File: config.mk
export PLATFORM = sky130hd
export DESIGN_NAME = irq_ctrl
export DESIGN_NICKNAME = d
export VERILOG_FILES = /design/src/rtl/irq_ctrl.sv
export SDC_FILE = /design/constraint.sdc
export NUM_CORES = 1
export LEC_CHECK = 0
export BUFFER_PORTS_ARGS = -buffer_cell sky130_fd_sc_hd__buf_2
export CORE_MARGIN = 1
export CORE_UTILIZATION = 53
export DETAILED_ROUTE_END_ITERATION = 8
export PLACE_DENSITY = 0.88
export SETUP_SLACK_MARGIN = 0.3
export SLEW_MARGIN = 15
export SYNTH_ARGS = -nofsm -noshare
export SYNTH_HDL_FRONTEND = slang
export SYNTH_SLANG_ARGS = --single-unit
File: constraint.sdc
create_clock -name clk -period 3.45 [get_ports clk]
set_input_delay 0.1725 -clock clk [delete_from_list [all_inputs] [get_ports clk]]
set_output_delay 0.1725 -clock clk [all_outputs]
set_load 0.02 [all_outputs]
File: src/rtl/irq_ctrl.sv
// ----------------------------------------------------------------------------
// irq_ctrl
//   Interrupt controller with a fixed-priority encoder (lowest index wins).
//   It captures the interrupt lines into pending bits and gates them with an
//   enable mask. It then presents a registered ID to the core through a
//   req/ack handshake and blocks further requests until end-of-service.
//
// Parameters
//   NUM_IRQ    number of interrupt lines (1..2**ID_W)
//   ID_W       width of the interrupt ID
//   EDGE_MASK  bit i = 1: line i is rising-edge triggered (sticky pending)
//              bit i = 0: line i is level triggered (pending = registered line)
//
// Ports
//   clk       clock, rising edge
//   res_n     asynchronous active-low reset
//   irq_in    raw interrupt lines, synchronous to clk
//   irq_en    per-line enable mask (gates selection only)
//   irq_req   interrupt request to the core
//   irq_id    ID of the requested interrupt, valid while irq_req = 1
//   irq_ack   core accepts the request
//   irq_done  core finished the handler
//   pending   pending bits, for debug/CSR readback
//   busy      1 while a handler is in service
// ----------------------------------------------------------------------------
module irq_ctrl #(
    parameter int unsigned          NUM_IRQ   = 32,
    parameter int unsigned          ID_W      = 5,
    parameter logic [NUM_IRQ-1:0]   EDGE_MASK = '1
) (
    input  logic               clk,
    input  logic               res_n,
    input  logic [NUM_IRQ-1:0] irq_in,
    input  logic [NUM_IRQ-1:0] irq_en,
    output logic               irq_req,
    output logic [ID_W-1:0]    irq_id,
    input  logic               irq_ack,
    input  logic               irq_done,
    output logic [NUM_IRQ-1:0] pending,
    output logic               busy
);

    typedef enum logic [1:0] {
        S_IDLE    = 2'd0,
        S_REQ     = 2'd1,
        S_SERVICE = 2'd2
    } state_t;

    state_t               state_q, state_d;
    logic [NUM_IRQ-1:0]   irq_prev_q;
    logic [NUM_IRQ-1:0]   pending_q, pending_d;
    logic [ID_W-1:0]      irq_id_q, irq_id_d;

    logic [NUM_IRQ-1:0]   set_edge;
    logic [NUM_IRQ-1:0]   ack_clr;
    logic [NUM_IRQ-1:0]   cand;
    logic                 sel_found;
    logic [ID_W-1:0]      sel_id;

    // Pending update. For edge lines the set term is OR-ed in after the
    // clear term, so an edge that coincides with its own ack is kept.
    always_comb begin
        set_edge = irq_in & ~irq_prev_q;
        ack_clr  = '0;
        if (state_q == S_REQ && irq_ack) begin
            for (int unsigned i = 0; i < NUM_IRQ; i++) begin
                ack_clr[i] = (irq_id_q == ID_W'(i));
            end
        end
        pending_d = (EDGE_MASK & ((pending_q & ~ack_clr) | set_edge))
                  | (~EDGE_MASK & irq_in);
    end

    // Fixed-priority encoder: the first set candidate from index 0 upward
    always_comb begin
        cand      = pending_q & irq_en;
        sel_found = 1'b0;
        sel_id    = '0;
        for (int unsigned i = 0; i < NUM_IRQ; i++) begin
            if (cand[i] && !sel_found) begin
                sel_found = 1'b1;
                sel_id    = ID_W'(i);
            end
        end
    end

    // Next-state logic. irq_id only loads when a request is issued, so it
    // stays stable through REQ and keeps its last value afterwards.
    always_comb begin
        state_d  = state_q;
        irq_id_d = irq_id_q;
        unique case (state_q)
            S_IDLE: begin
                if (sel_found) begin
                    irq_id_d = sel_id;
                    state_d  = S_REQ;
                end
            end
            S_REQ: begin
                if (irq_ack) begin
                    state_d = S_SERVICE;
                end
            end
            S_SERVICE: begin
                if (irq_done) begin
                    state_d = S_IDLE;
                end
            end
            default: begin
                state_d = S_IDLE;
            end
        endcase
    end

    always_ff @(posedge clk or negedge res_n) begin
        if (!res_n) begin
            state_q    <= S_IDLE;
            irq_prev_q <= '0;
            pending_q  <= '0;
            irq_id_q   <= '0;
        end else begin
            state_q    <= state_d;
            irq_prev_q <= irq_in;
            pending_q  <= pending_d;
            irq_id_q   <= irq_id_d;
        end
    end

    // Request and busy are decodes of the registered state
    assign irq_req = (state_q == S_REQ);
    assign busy    = (state_q == S_SERVICE);
    assign irq_id  = irq_id_q;
    assign pending = pending_q;

endmodule

* Word level (Yosys, flattened, before mapping)
Index checks and enable logic that the tools add are counted.
Word-level totals: register bits after elaboration 71, output and inout bits 39, word-level logic and storage cells 181, bits of input ports 68
Cells by class: muxes and demuxes 68, equality and inequality tests 36, reductions and logical operators 67, bitwise logic cells 6
Operators by type and width (count):
- 2-to-1 mux 5 bit | 29
- bitwise AND 32 bit | 3
- == test 5 bit, second input constant | 16
- NOT 32 bit | 2
- == test 5 x 4 -> 1 bit, second input constant | 8
- 2-to-1 mux 1 bit | 33
- logical AND 1 bit | 32
- 2-to-1 mux 32 bit | 1
- bitwise OR 32 bit | 1
- logical NOT 1 bit | 31
- == test 5 x 3 -> 1 bit, second input constant | 4
- == test 5 x 2 -> 1 bit, second input constant | 2
- 2-to-1 mux 2 bit | 4
- case mux 2 bit (3 select lines) | 1
- == test 5 x 1 -> 1 bit, second input constant | 1
- logical NOT 5 bit | 1
- inequality test 2 bit, second input constant | 2
- AND reduction 3 bit | 1
- == test 2 x 1 -> 1 bit, second input constant | 1
- == test 2 bit, second input constant | 1
- logical NOT 2 bit | 1
- inequality test 2 x 1 -> 1 bit, second input constant | 1
- AND reduction 2 bit | 1

* Depth between registers and ports, before layout
word-level depth 97, gate-level depth with buffers 6, depth with buffers taken out 6

* Worst setup path before layout
No wires, ideal clock.
path type register to register, start point register pending_q[12] (netlist: pending[12]), end point register state_q[0], data required time 3.331 ns, setup slack 1.733 ns, cell stages (with the launch flop) 6, arrival time 1.598 ns, library setup time 0.119 ns, path through dfrtp_1 a22oi_1 nand4_1 and4bb_4 a311oi_4 a21o_2
On the way: word-level cells in the longest chain between the ends 62
RTL lines:
- from (decl) | line 51 | logic [NUM_IRQ-1:0] pending_q, pending_d;
- from (signal assigned) | line 124 | pending_q <= pending_d;
- bitwise AND 32 bit (*) | line 76 | cand = pending_q & irq_en;
- logical AND 1 bit (*) | line 80 | if (cand[i] && !sel_found) begin
- 2-to-1 mux 1 bit (*) | line 80
- logical NOT 1 bit | line 80
- logical AND 1 bit | line 80
- 2-to-1 mux 1 bit (*) | line 80
- logical NOT 1 bit | line 80
- logical AND 1 bit | line 80
- (+46 left out)
- logical NOT 1 bit | line 80
- logical AND 1 bit | line 80
- 2-to-1 mux 1 bit (*) | line 80
- logical NOT 1 bit | line 80
- logical AND 1 bit | line 80
- 2-to-1 mux 1 bit (*) | line 80
- inequality test 2 bit (no line) (*)
- AND reduction 3 bit (no line) (*)
- to (signal assigned) | line 122 | state_q <= state_d;
- to (decl) | line 49 | state_t state_q, state_d;
Mark *: on every way between the ends. The rest lies on a longest branch, timed or not. A chain may end at the register's enable or synchronous reset.

* Worst setup path in the final report
start point register pending_q[12] (netlist: pending[12]), end point register irq_id_q[0] (netlist: irq_id[0])
On the way: word-level cells in the longest chain between the ends 61, elaborated cells between the ends (all ways) 81
RTL lines:
- bitwise AND 32 bit (*) | line 76
- logical AND 1 bit (*) | line 80
- 2-to-1 mux 1 bit | line 80
- logical NOT 1 bit | line 80
- logical AND 1 bit | line 80
- 2-to-1 mux 1 bit | line 80
- logical NOT 1 bit | line 80
- logical AND 1 bit | line 80
- (+45 left out)
- 2-to-1 mux 1 bit | line 80
- logical NOT 1 bit | line 80
- logical AND 1 bit | line 80
- 2-to-1 mux 1 bit | line 80
- logical NOT 1 bit | line 80
- logical AND 1 bit | line 80
- 2-to-1 mux 1 bit | line 80
- AND reduction 2 bit (no line)
- to (signal assigned) | line 125 | irq_id_q <= irq_id_d;
- to (decl) | line 52 | logic [ID_W-1:0] irq_id_q, irq_id_d;
Marks and branches as above.

==> Implementation_results.wiki <==
{| class="wikitable"
! Metric !! Value
|-
| Run status || finished, violations left
|-
| Failing checks || negative hold slack
|-
| CTS clock-pin slew for the worst setup and hold paths || roughly 70 ps
|-
| Number of search-and-repair iterations in the first detailed-routing pass || 4
|-
| Number of global-route vias before repair || approximately 3000
|-
| Synth top cells by count || sky130_fd_sc_hd__dfrtp_1 (71), sky130_fd_sc_hd__o21ai_0 (64), sky130_fd_sc_hd__inv_1 (35), sky130_fd_sc_hd__nand2_1 (21), sky130_fd_sc_hd__a22oi_1 (15)
|-
| Areal power density over the cells || slightly below 600 nW/um^2
|-
| Total routed wirelength || between 8 and 9 mm
|-
| Library cell with the highest instance count after synthesis || sky130_fd_sc_hd__dfrtp_1
|-
| P_leak || approximately 1.9 nW
|-
| Relative slew slack || 0.357
|-
| Core Rows || 26
|-
| Fraction of registers with async set/reset || 1.00
|-
| Top-area cell type share of the netlist area || 0.608
|-
| Area leader, netlist || sky130_fd_sc_hd__dfrtp_1
|-
| Number of distinct library cells after synthesis || 32
|-
| Mapped cell area || between 2000 and 3000 um^2
|-
| Total via count in the routed design || around 2800
|-
| Syn_nets || approximately 350
|-
| Maximum clock insertion buffer count || 2
|-
| TritonCTS Buffers || 9
|-
| Fraction of the yosys area taken by sequential cells || 0.608
|-
| Number of cells in the finished layout apart from fillers || ~500
|-
| Placed inst area || 3550 um^2
|-
| GRT Resource Usage Total || 0.315
|-
| Level count of the clock H-tree || 3
|-
| Hpwl dp || between 5 and 6 mm
|-
| Actual slew at the worst max-slew pin || between 900 and 1000 ps
|-
| Worst path required time || 3660 ps
|-
| Effective utilization at floorplan || 0.561
|-
| Clock tree from TritonCTS || yes
|-
| Largest net degree at the start of global routing || 47
|-
| Final cell area excluding filler cells || roughly 4000 um^2
|-
| Die W || 76.2 um
|-
| Crit path buf inv count || 0
|-
| Final number of setup-violating endpoints || 0
|-
| Average routed wire per standard cell || 16.7 um
|-
| Die Area || about 5800 um^2
|-
| Family with the most delay on the worst path || simple AND/OR/NAND/NOR gates
|-
| Post-CTS setup buffers || 0
|-
| Top flip-flop cell by instance count after synthesis || sky130_fd_sc_hd__dfrtp_1
|-
| Clock latency on the worst-skew pair || ~350 ps
|-
| Largest vdd supply drop || 0.401 mV
|-
| Antenna violations before repair || 0
|-
| IO buf count || approximately 110
|-
| Post-synth EDFFs || 0
|-
| Hold slack final || -21.8 ps
|-
| Class of the most critical setup path || register to register
|-
| Type of the most critical hold path || input port to asynchronous set/reset pin
|-
| Diodes inserted || 0
|-
| Number of remaining DRC errors || 0
|-
| GRT overflow || 0
|-
| Instance count after placement with tap cells included || between 400 and 500
|-
| Number of gates resized after cts || 0
|-
| Depth of the worst register-to-register path || 6
|-
| Unrepaired setup endpoints after global routing || false
|-
| Fmax achieved || approximately 500 MHz
|-
| I/O pin total || 107
|-
| Ratio of cells with drive above 1 in the final layout || 0.299
|-
| Cells after synthesis || between 200 and 300
|-
| Endpoint type of the worst setup path || register
|-
| Synth Warn # || 0
|-
| Clock Sinks || between 70 and 80
|-
| Tmin final || approximately 2000 ps
|-
| Root buffer cell || sky130_fd_sc_hd__clkbuf_8
|-
| Type of element launching the critical path || register
|-
| Arrival @ worst endpoint || 2230 ps
|-
| Cell types with the largest area share after synthesis || sky130_fd_sc_hd__dfrtp_1 (61%), sky130_fd_sc_hd__o21ai_0 (11%), sky130_fd_sc_hd__inv_1 (4.5%)
|-
| Number of failing hold endpoints at the final stage || 45
|-
| Detailed Route Iter0 Violations || 260
|-
| Area of the placeable core || roughly 5200 um^2
|-
| Die extent in y || about 76 um
|-
| Max-Cap Viols || 0
|-
| Final core utilization || 0.777
|-
| Share of the clock period used by the worst path || 0.584
|-
| Routability congestion estimate from global placement || 0.952
|-
| Antenna Violating Nets Remaining || 0
|-
| FF+latch count, synth || 71
|-
| Critical path, cell by cell || a22oi_1, nand4_1, and4bb_4, a311oi_4, nor2_1, a31oi_1
|-
| Max-slew violations || 0
|-
| Worst-case clock skew || approximately 7.5 ps
|-
| Critical-path top delay cell || sky130_fd_sc_hd__and4bb_4
|-
| Post-synthesis to final-layout area growth || 38.4%
|-
| CP Depth || 6
|-
| Number of nets in the layout || 495
|-
| First-pass GRT wire length || 13.8 mm
|-
| Maximum net fanout on the critical path || 6
|-
| Mean area per synthesized cell || 10.5 um^2
|-
| Post-DR vias/cell || between 5 and 6
|-
| Sum of negative setup slack || 0 ps
|-
| Largest incremental delay on the critical path || ~440 ps
|}
stage by stage:
stage | total power [W] | worst slack [ps]
after global routing | 0.00245 | 1320
after CTS | 0.00233 | 1510
after global placement | 0.00168 | 1730
after detailed placement | 0.00170 | 1670
final | 0.00234 | 1430
after floorplan | 0.00142 | 1730
layer usage:
| layer | wire length, um | part of all wire | GRT usage |
|---|---|---|---|
| met5 | 0 | 0 | 0 |
| met1 | 3210 | 0.38 | 0.379 |
| met2 | 4060 | 0.49 | 0.495 |
| met4 | 367 | 0.044 | 0.213 |
| met3 | 728 | 0.087 | 0.0898 |
flip-flops by register name, summed over array words and instances, names as in the netlist:
| name | count |
|---|---|
| irq_prev_q | 32 |
| pending | 32 |
| irq_id | 5 |
| state_q | 2 |
cells by family (layout without fill, tap and decap cells):
kind of cell	after synthesis	in the layout	synth area share
AOI/OAI and AO/OA	110	110	0.234
buffers and inverters	35	190	0.0450
DFF	71	71	0.608
and+or+nand+nor	61	61	0.113
power by group:
| part | switching (W) | total (W) | internal, W |
|---|---|---|---|
| clock | 0.000293 | 0.000588 | 0.000295 |
| sequential | 0.000140 | 0.00108 | 0.000937 |
| combinational | 0.000424 | 0.000677 | 0.000253 |
| total | 0.000858 | 0.00234 | 0.00148 |
timing repair:
action | 4_1_cts | 5_1_grt
endpoints found under the setup margin | 0 | 0
hold buffers | 32 | 0
hold endpoints to repair | 32 | 0
worst register-to-register path, cell delays in order (launching register included):
cell and delay [ps]:
sky130_fd_sc_hd__dfrtp_1 400, sky130_fd_sc_hd__a22oi_1 330, sky130_fd_sc_hd__nand4_1 250, sky130_fd_sc_hd__and4bb_4 440, sky130_fd_sc_hd__a311oi_4 140, sky130_fd_sc_hd__nor2_1 220, sky130_fd_sc_hd__a31oi_1 90
layout by cell type (no fill, tap or decap), types with 2 or more instances in the layout:
master	netlist	layout
sky130_fd_sc_hd__buf_2	0	106
sky130_fd_sc_hd__dfrtp_1	71	71
sky130_fd_sc_hd__o21ai_0	64	64
sky130_fd_sc_hd__inv_1	35	35
sky130_fd_sc_hd__dlygate4sd3_1	0	32
sky130_fd_sc_hd__nand2_1	21	21
sky130_fd_sc_hd__a22oi_1	15	15
sky130_fd_sc_hd__clkbuf_8	0	11
sky130_fd_sc_hd__nand3_1	7	7
sky130_fd_sc_hd__a21oi_1	7	7
sky130_fd_sc_hd__nand2b_1	6	6
sky130_fd_sc_hd__nor2_1	6	6
sky130_fd_sc_hd__o21ai_1	6	6
sky130_fd_sc_hd__or3_1	4	4
sky130_fd_sc_hd__a32oi_1	4	4
sky130_fd_sc_hd__clkinv_2	0	4
sky130_fd_sc_hd__and3_1	3	3
sky130_fd_sc_hd__nand3b_1	3	3
sky130_fd_sc_hd__nand4_1	3	3
sky130_fd_sc_hd__a32o_1	3	3
sky130_fd_sc_hd__or2_2	2	2
sky130_fd_sc_hd__a221oi_1	2	2
sky130_fd_sc_hd__a31oi_1	2	2
final timing paths:
path / from / to / slack (ps)
max in group asynchronous: res_n / irq_prev_q[20] / 2570
worst max register to register: pending[12] / irq_id[0] / 1430
worst min register to register: irq_prev_q[4] / pending[4] / 410
worst max-delay path: pending[12] / irq_id[0] / 1430
worst min-delay path: res_n / irq_prev_q[9] / -20
min in group clk: irq_done / state_q[1] / 30
area by class of cell:
class,count,area [um^2]
Multi-Input combinational cell,171,1010
Inverter,35,131
Sequential cell,71,1780
Clock inverter,4,20.0
Tap cell,70,87.6
Clock buffer,12,155
Timing Repair Buffer,139,858
Fill cell,339,1160
(Power assumes the default switching activity.)
